--- config.mk ---
export PLATFORM = sky130hd
export DESIGN_NAME = fifo_fwft_flags
export DESIGN_NICKNAME = d
export VERILOG_FILES = /design/src/rtl/fifo_fwft_flags.sv
export SDC_FILE = /design/constraint.sdc
export NUM_CORES = 2
export LEC_CHECK = 0
export BUFFER_PORTS_ARGS = -buffer_cell sky130_fd_sc_hd__clkbuf_2
export CORE_ASPECT_RATIO = 1.4
export CORE_MARGIN = 10
export CORE_UTILIZATION = 25
export CTS_BUF_LIST = sky130_fd_sc_hd__clkbuf_4
export CTS_CLUSTER_SIZE = 8
export DETAILED_ROUTE_END_ITERATION = 16
export MAX_ROUTING_LAYER = met4
export PLACE_DENSITY = 0.39
export SYNTH_ARGS = -nofsm -noshare
export SYNTH_HDL_FRONTEND = slang
export SYNTH_SLANG_ARGS = --single-unit
--- constraint.sdc ---
create_clock -name clk -period 4.2 [get_ports clk]
set_input_delay 0.63 -clock clk [delete_from_list [all_inputs] [get_ports clk]]
set_output_delay 0.63 -clock clk [all_outputs]
set_load 0.03 [all_outputs]
--- src/rtl/fifo_fwft_flags.sv ---
// fifo_fwft_flags: synchronous first-word-fall-through FIFO with valid/ready
// handshakes on both sides. It uses all 2**ADDR_WIDTH entries and has runtime
// almost-full/almost-empty thresholds and sticky overflow/underflow flags.
// Optional feature: define FIFO_WATERMARK_EN to make max_count track peak
// occupancy. Without the macro, max_count is tied to zero.
//
// Read side: RAM sync read (p0) -> prefetch register (p1) -> output register (p2).
// {vld_p2, vld_p1} encodes the pipeline state:
//   00 = EMPTY, 10 = ONE, 11 = PRIMED.
// A RAM read is issued only when the landing word is sure to find a free
// register next cycle, so no more than two words ever sit in p1/p2.
module fifo_fwft_flags #(
  parameter int DWIDTH      = 20,
  parameter int ADDR_WIDTH  = 6,
  parameter int COUNT_WIDTH = ADDR_WIDTH + 1
) (
  input  logic                   clk,
  input  logic                   rst,
  input  logic [DWIDTH-1:0]      in_data,
  input  logic                   in_valid,
  output logic                   in_ready,
  output logic [DWIDTH-1:0]      out_data,
  output logic                   out_valid,
  input  logic                   out_ready,
  input  logic [COUNT_WIDTH-1:0] af_thresh,
  input  logic [COUNT_WIDTH-1:0] ae_thresh,
  output logic                   full,
  output logic                   empty,
  output logic                   almost_full,
  output logic                   almost_empty,
  output logic [COUNT_WIDTH-1:0] data_count,
  output logic                   overflow_err,
  output logic                   underflow_err,
  input  logic                   err_clr,
  output logic [COUNT_WIDTH-1:0] max_count
);

  localparam int DEPTH = 1 << ADDR_WIDTH;
  localparam logic [COUNT_WIDTH-1:0] DEPTH_C = COUNT_WIDTH'(DEPTH);

  logic [DWIDTH-1:0]      mem [DEPTH];
  logic [ADDR_WIDTH-1:0]  wr_ptr, rd_ptr;
  logic [COUNT_WIDTH-1:0] count, ram_cnt;
  logic [DWIDTH-1:0]      rd_data_p0, pf_data_p1, out_data_p2;
  logic                   vld_p0, vld_p1, vld_p2;

  logic                   wr_acc, rd_acc, keep_out;
  logic                   wr_direct, wr_ram, rd_issue;
  logic [1:0]             n_keep, n_next;
  logic [DWIDTH-1:0]      out_d, pf_d;
  logic                   out_v_d, pf_v_d;
  logic                   ovf_flag, udf_flag;

  assign full         = (count == DEPTH_C);
  assign empty        = (count == '0);
  assign in_ready     = ~full;
  assign almost_full  = (count >= af_thresh);
  assign almost_empty = (count <= ae_thresh);
  assign data_count   = count;
  assign out_data     = out_data_p2;
  assign out_valid    = vld_p2;
  assign overflow_err  = ovf_flag;
  assign underflow_err = udf_flag;

  // Handshake decode and routing of each word: bypass to registers or park in RAM.
  always_comb begin
    wr_acc    = in_valid & ~full;
    rd_acc    = vld_p2 & out_ready;
    keep_out  = vld_p2 & ~rd_acc;
    n_keep    = 2'(keep_out) + 2'(vld_p1) + 2'(vld_p0);
    wr_direct = wr_acc & (ram_cnt == '0) & (n_keep < 2'd2);
    wr_ram    = wr_acc & ~wr_direct;
    n_next    = n_keep + 2'(wr_direct);
    rd_issue  = (ram_cnt != '0) & (n_next <= 2'd1);
  end

  // Fill output and prefetch registers with the oldest available words in order.
  always_comb begin
    out_d   = out_data_p2;
    out_v_d = keep_out;
    pf_d    = pf_data_p1;
    pf_v_d  = 1'b0;
    if (keep_out) begin
      if (vld_p1) begin
        pf_v_d = 1'b1;
        pf_d   = pf_data_p1;
      end else if (vld_p0) begin
        pf_v_d = 1'b1;
        pf_d   = rd_data_p0;
      end else if (wr_direct) begin
        pf_v_d = 1'b1;
        pf_d   = in_data;
      end
    end else begin
      if (vld_p1) begin
        out_v_d = 1'b1;
        out_d   = pf_data_p1;
        if (vld_p0) begin
          pf_v_d = 1'b1;
          pf_d   = rd_data_p0;
        end else if (wr_direct) begin
          pf_v_d = 1'b1;
          pf_d   = in_data;
        end
      end else if (vld_p0) begin
        out_v_d = 1'b1;
        out_d   = rd_data_p0;
        if (wr_direct) begin
          pf_v_d = 1'b1;
          pf_d   = in_data;
        end
      end else if (wr_direct) begin
        out_v_d = 1'b1;
        out_d   = in_data;
      end
    end
  end

  // Block-RAM storage: write port plus registered read port (stage p0).
  always_ff @(posedge clk) begin
    if (wr_ram) mem[wr_ptr] <= in_data;
    if (rd_issue) rd_data_p0 <= mem[rd_ptr];
  end

  // Data registers of stages p1/p2; contents are don't-care while invalid.
  always_ff @(posedge clk) begin
    pf_data_p1  <= pf_d;
    out_data_p2 <= out_d;
  end

  // Control state: valids, pointers, RAM occupancy and total occupancy.
  always_ff @(posedge clk) begin
    if (rst) begin
      vld_p0  <= 1'b0;
      vld_p1  <= 1'b0;
      vld_p2  <= 1'b0;
      wr_ptr  <= '0;
      rd_ptr  <= '0;
      ram_cnt <= '0;
      count   <= '0;
    end else begin
      vld_p0  <= rd_issue;
      vld_p1  <= pf_v_d;
      vld_p2  <= out_v_d;
      if (wr_ram) wr_ptr <= wr_ptr + 1'b1;
      if (rd_issue) rd_ptr <= rd_ptr + 1'b1;
      ram_cnt <= ram_cnt + COUNT_WIDTH'(wr_ram) - COUNT_WIDTH'(rd_issue);
      case ({wr_acc, rd_acc})
        2'b10:   count <= count + 1'b1;
        2'b01:   count <= count - 1'b1;
        default: count <= count;
      endcase
    end
  end

  // Sticky error flags; a new error wins over a coincident clear.
  always_ff @(posedge clk) begin
    if (rst) begin
      ovf_flag <= 1'b0;
      udf_flag <= 1'b0;
    end else begin
      if (in_valid & full) ovf_flag <= 1'b1;
      else if (err_clr)    ovf_flag <= 1'b0;
      if (out_ready & ~vld_p2) udf_flag <= 1'b1;
      else if (err_clr)        udf_flag <= 1'b0;
    end
  end

`ifdef FIFO_WATERMARK_EN
  logic [COUNT_WIDTH-1:0] max_q;

  // Peak occupancy since reset, restarted from the current count by err_clr.
  always_ff @(posedge clk) begin
    if (rst)                max_q <= '0;
    else if (err_clr)       max_q <= count;
    else if (count > max_q) max_q <= count;
  end

  assign max_count = max_q;
`else
  assign max_count = '0;
`endif

endmodule

==> results by group <==
Worst setup path
  – Worst EP required: 5.08 ns
  – Crit path kind: register to register
  – Worst Setup EP: rd_data_p0[12]$_DFFE_PP_
  – Max stage delay cell, worst path: a2111oi_0
  – R2R setup slack: 0.06 ns
  – Cells along the critical path: buf_4 -> mux4_2 -> mux2i_1 -> nor2_1 -> a2111oi_0 -> buf_4 -> a221oi_1 -> and3_1
  – CP arrival: 5.03 ns
  – Reg2Reg Depth: 8
  – Critical path origin: rd_ptr[1]$_SDFFE_PP0P_
  – CP Max Fanout: 34
  – Launch point of the worst reg-to-reg path: rd_ptr[1]$_SDFFE_PP0P_
  – Critical Path Source Type: register
  – Critical path's most frequent cell: buf_4
  – R2r endpoint: rd_data_p0[12]$_DFFE_PP_
  – Largest stage delay, worst path: 1.12 ns
  – CP Capture Type: register

Floorplan
  – Die Y-Extent: 569 um
  – Die area: 235000 um^2
  – Die W: 412 um
  – Core Footprint: 214000 um^2
  – Initial Util: 0.251
  – # IOs: 81
  – Row count: 201

Clocking
  – Postcts setup bufs: 0
  – Clock root cell: clkbuf_4
  – Clock-pin slew of the registers on the worst-case setup and hold paths: 0.07 ns
  – Skew-Pair Late Insertion Delay: 1.15 ns
  – CTS Buf Count: 335
  – H-tree depth: 5
  – CTS tree: done
  – CTS sink count: 1371
  – CTS max path bufs: 4

Route
  – Met2 wire length: 86.2 mm
  – # DRC: 0
  – Drt pass-1 iters: 5
  – Total vias in the final route: 28.2k
  – DR iter-0 viols: 2056
  – Metal-1 WL: 63.2 mm
  – Detailed Route WL: 163 mm
  – WL met3: 7.22 mm
  – Routed WL per cell: 25.8 um
  – Avg Vias per Cell: 4.48
  – Routed Antenna Nets: 0
  – Top sig layer: met4

STA
  – Final TNS setup: 0 ns
  – Final worst-path setup slack: 0.0564 ns
  – Period utilization: 0.987
  – Worst-Margin Slew: 1.45 ns
  – Final setup fails: 0
  – RSZ-0062 raised after global routing: no
  – Clk_skew: 0.0834 ns
  – Final hold violations: 0
  – Worst rel slew slack: 0.0247
  – Final Critical Period: 4.14 ns
  – Max frequency: 241 MHz
  – Slew Limit Fails: 0

Global routing
  – First-pass GRT wire length: 228 mm
  – Vias in the first global route: 30.1k
  – Tot GR Track Use: 0.140
  – GRT overflow: 0
  – Largest net degree at the start of global routing: 58
  – Initial antenna violation count: 18

Synthesis
  – Largest cells by area after synthesis: edfxtp_1 (75%), mux4_2 (10%), mux2i_1 (5.0%)
  – Synth warn: 0
  – Mapped Cells: 2702
  – Post-synth EDFFs: 1340
  – Count leader, synth: edfxtp_1
  – Post-synthesis sequential area ratio: 0.759
  – Top cells by count, synth: edfxtp_1 (1340), mux2i_1 (270), mux4_2 (241), nor2_1 (115), o21ai_0 (83)
  – Yosys cell types: 59
  – Ys async rst share: 0
  – Area share of the largest cell type after synthesis: 0.747
  – Biggest area consumer among synthesized cells: edfxtp_1
  – Synth Cell Area: 53900 um^2
  – Avg Inst Size Synth: 19.9 um^2
  – Top_reg_cell synth: edfxtp_1
  – Synth Register Bits: 1371

Placement
  – Dpl cell area: 59100 um^2
  – GP Congestion: 0.797
  – HPWL after DPL: 104 mm
  – Post-Place Cells: 5676
  – Setup WS pre-CTS: 0.102 ns
  – Port buffer count: 73

Finish
  – Area Growth Syn to Fin: 17.6%
  – Nets@finish: 3254
  – Share of layout cells above drive strength 1: 0.323
  – Layout Utilization: 0.296
  – Final instance area: 63400 um^2
  – Fin cells: 6299

Min path
  – Hold Path Class: input pin to register
  – Hold Startpoint: in_data[12]

Pwr
  – Power density cells: 555 nW/um^2
  – Peak VDD IR: 0.298 mV
  – P_leak: 20.1 nW

Run status
  – Outcome: complete, no violations

Run
  – Max_cap viols: 0
## how the worst min path moves through the flow
stage                     slack [ns]  cells past startpoint                         end
after CTS                       0.01                      1       mem[46][12]$_DFFE_PP_
after detailed placement        0.49                      2  underflow_err$_SDFFE_PP0P_
after floorplan                 0.51                      2      wr_ptr[2]$_SDFFE_PP0P_
final                           0.12                      1       mem[46][12]$_DFFE_PP_
after global placement          0.47                      2  underflow_err$_SDFFE_PP0P_
after global routing            0.02                      1       mem[46][12]$_DFFE_PP_
## sequential cells by signal, indices dropped and copies added, names as in the netlist
signal / count
ram_cnt: 7
mem: 1280
out_data: 20
rd_ptr: 6
rd_data_p0: 20
underflow_err: 1
overflow_err: 1
out_valid: 1
data_count: 7
wr_ptr: 6
vld_p1: 1
vld_p0: 1
pf_data_p1: 20
## timing repair
item / CTS / global route
resized for setup: 0 / 0
hold buffers: 10 / 0
endpoints found under the hold margin: 63 / 0
## layer usage
metal,global-route usage,up-vias
met5,-,-
met4,0.0565,0
met3,0.0230,276
met2,0.245,789
met1,0.158,14852
li1,-,12300
## metrics by stage
stage | hold slack [ns] | total power, mW
after floorplan | 0.506 | 21.4
after global placement | 0.467 | 24.8
after detailed placement | 0.489 | 24.9
after CTS | 0.0112 | 35.9
after global routing | 0.0240 | 36.9
final | 0.123 | 35.1
## critical path, delay by kind of cell, from the launching register on
family | cells | cell delay (ns)
muxes | 2 | 0.74
and+or+nand+nor | 2 | 0.30
DFF | 1 | 0.94
AOI/OAI and AO/OA | 2 | 1.18
buffers and inverters | 2 | 0.68
## cell families (layout without fill, tap and decap cells)
| logic type | Yosys count | after routing | synth area share |
|---|---|---|---|
| other cells | 1 | 37 | 0.0000696 |
| fa+ha+maj | 34 | 34 | 0.00818 |
| simple gates | 264 | 264 | 0.0235 |
| compound gates | 307 | 307 | 0.0373 |
| mux | 515 | 515 | 0.152 |
| flops | 1371 | 1371 | 0.759 |
| xor+xnor | 16 | 16 | 0.00260 |
| buf+inv | 194 | 913 | 0.0181 |
## power breakdown
part | leakage (nW) | switching, mW | internal, mW
logic | 5.27 | 4.70 | 3.46
registers | 12.4 | 0.463 | 15.7
clock network | 2.42 | 5.37 | 5.45
total | 20.1 | 10.5 | 24.6
## placed cells by master, fill, tap and decap left out, types with 13 or more instances in the layout
master / instances
nor2_2: 64
nand3_1: 13
buf_2: 14
o21ai_0: 80
buf_12: 22
nor2_1: 52
nand2_1: 53
a221oi_1: 15
dfxtp_1: 27
buf_4: 193
clkinv_1: 103
mux2i_1: 270
clkbuf_4: 453
ha_1: 32
and3_1: 16
clkbuf_2: 60
diode_2: 30
o22ai_1: 59
mux4_2: 241
edfxtp_1: 1340
o221ai_1: 21
a21oi_1: 39
inv_1: 31
a211oi_1: 48
## layout make-up
cell class,instances,area (um^2)
Multi-Input combinational cell,1143,12300
Timing Repair Buffer,299,2360
Fill cell,21235,151000
Tap cell,2842,3560
Clock inverter,130,713
Antenna cell,30,75.1
Sequential cell,1371,40900
Clock buffer,453,3400
Inverter,31,116
No activity file was read; power rests on OpenSTA's default activity.
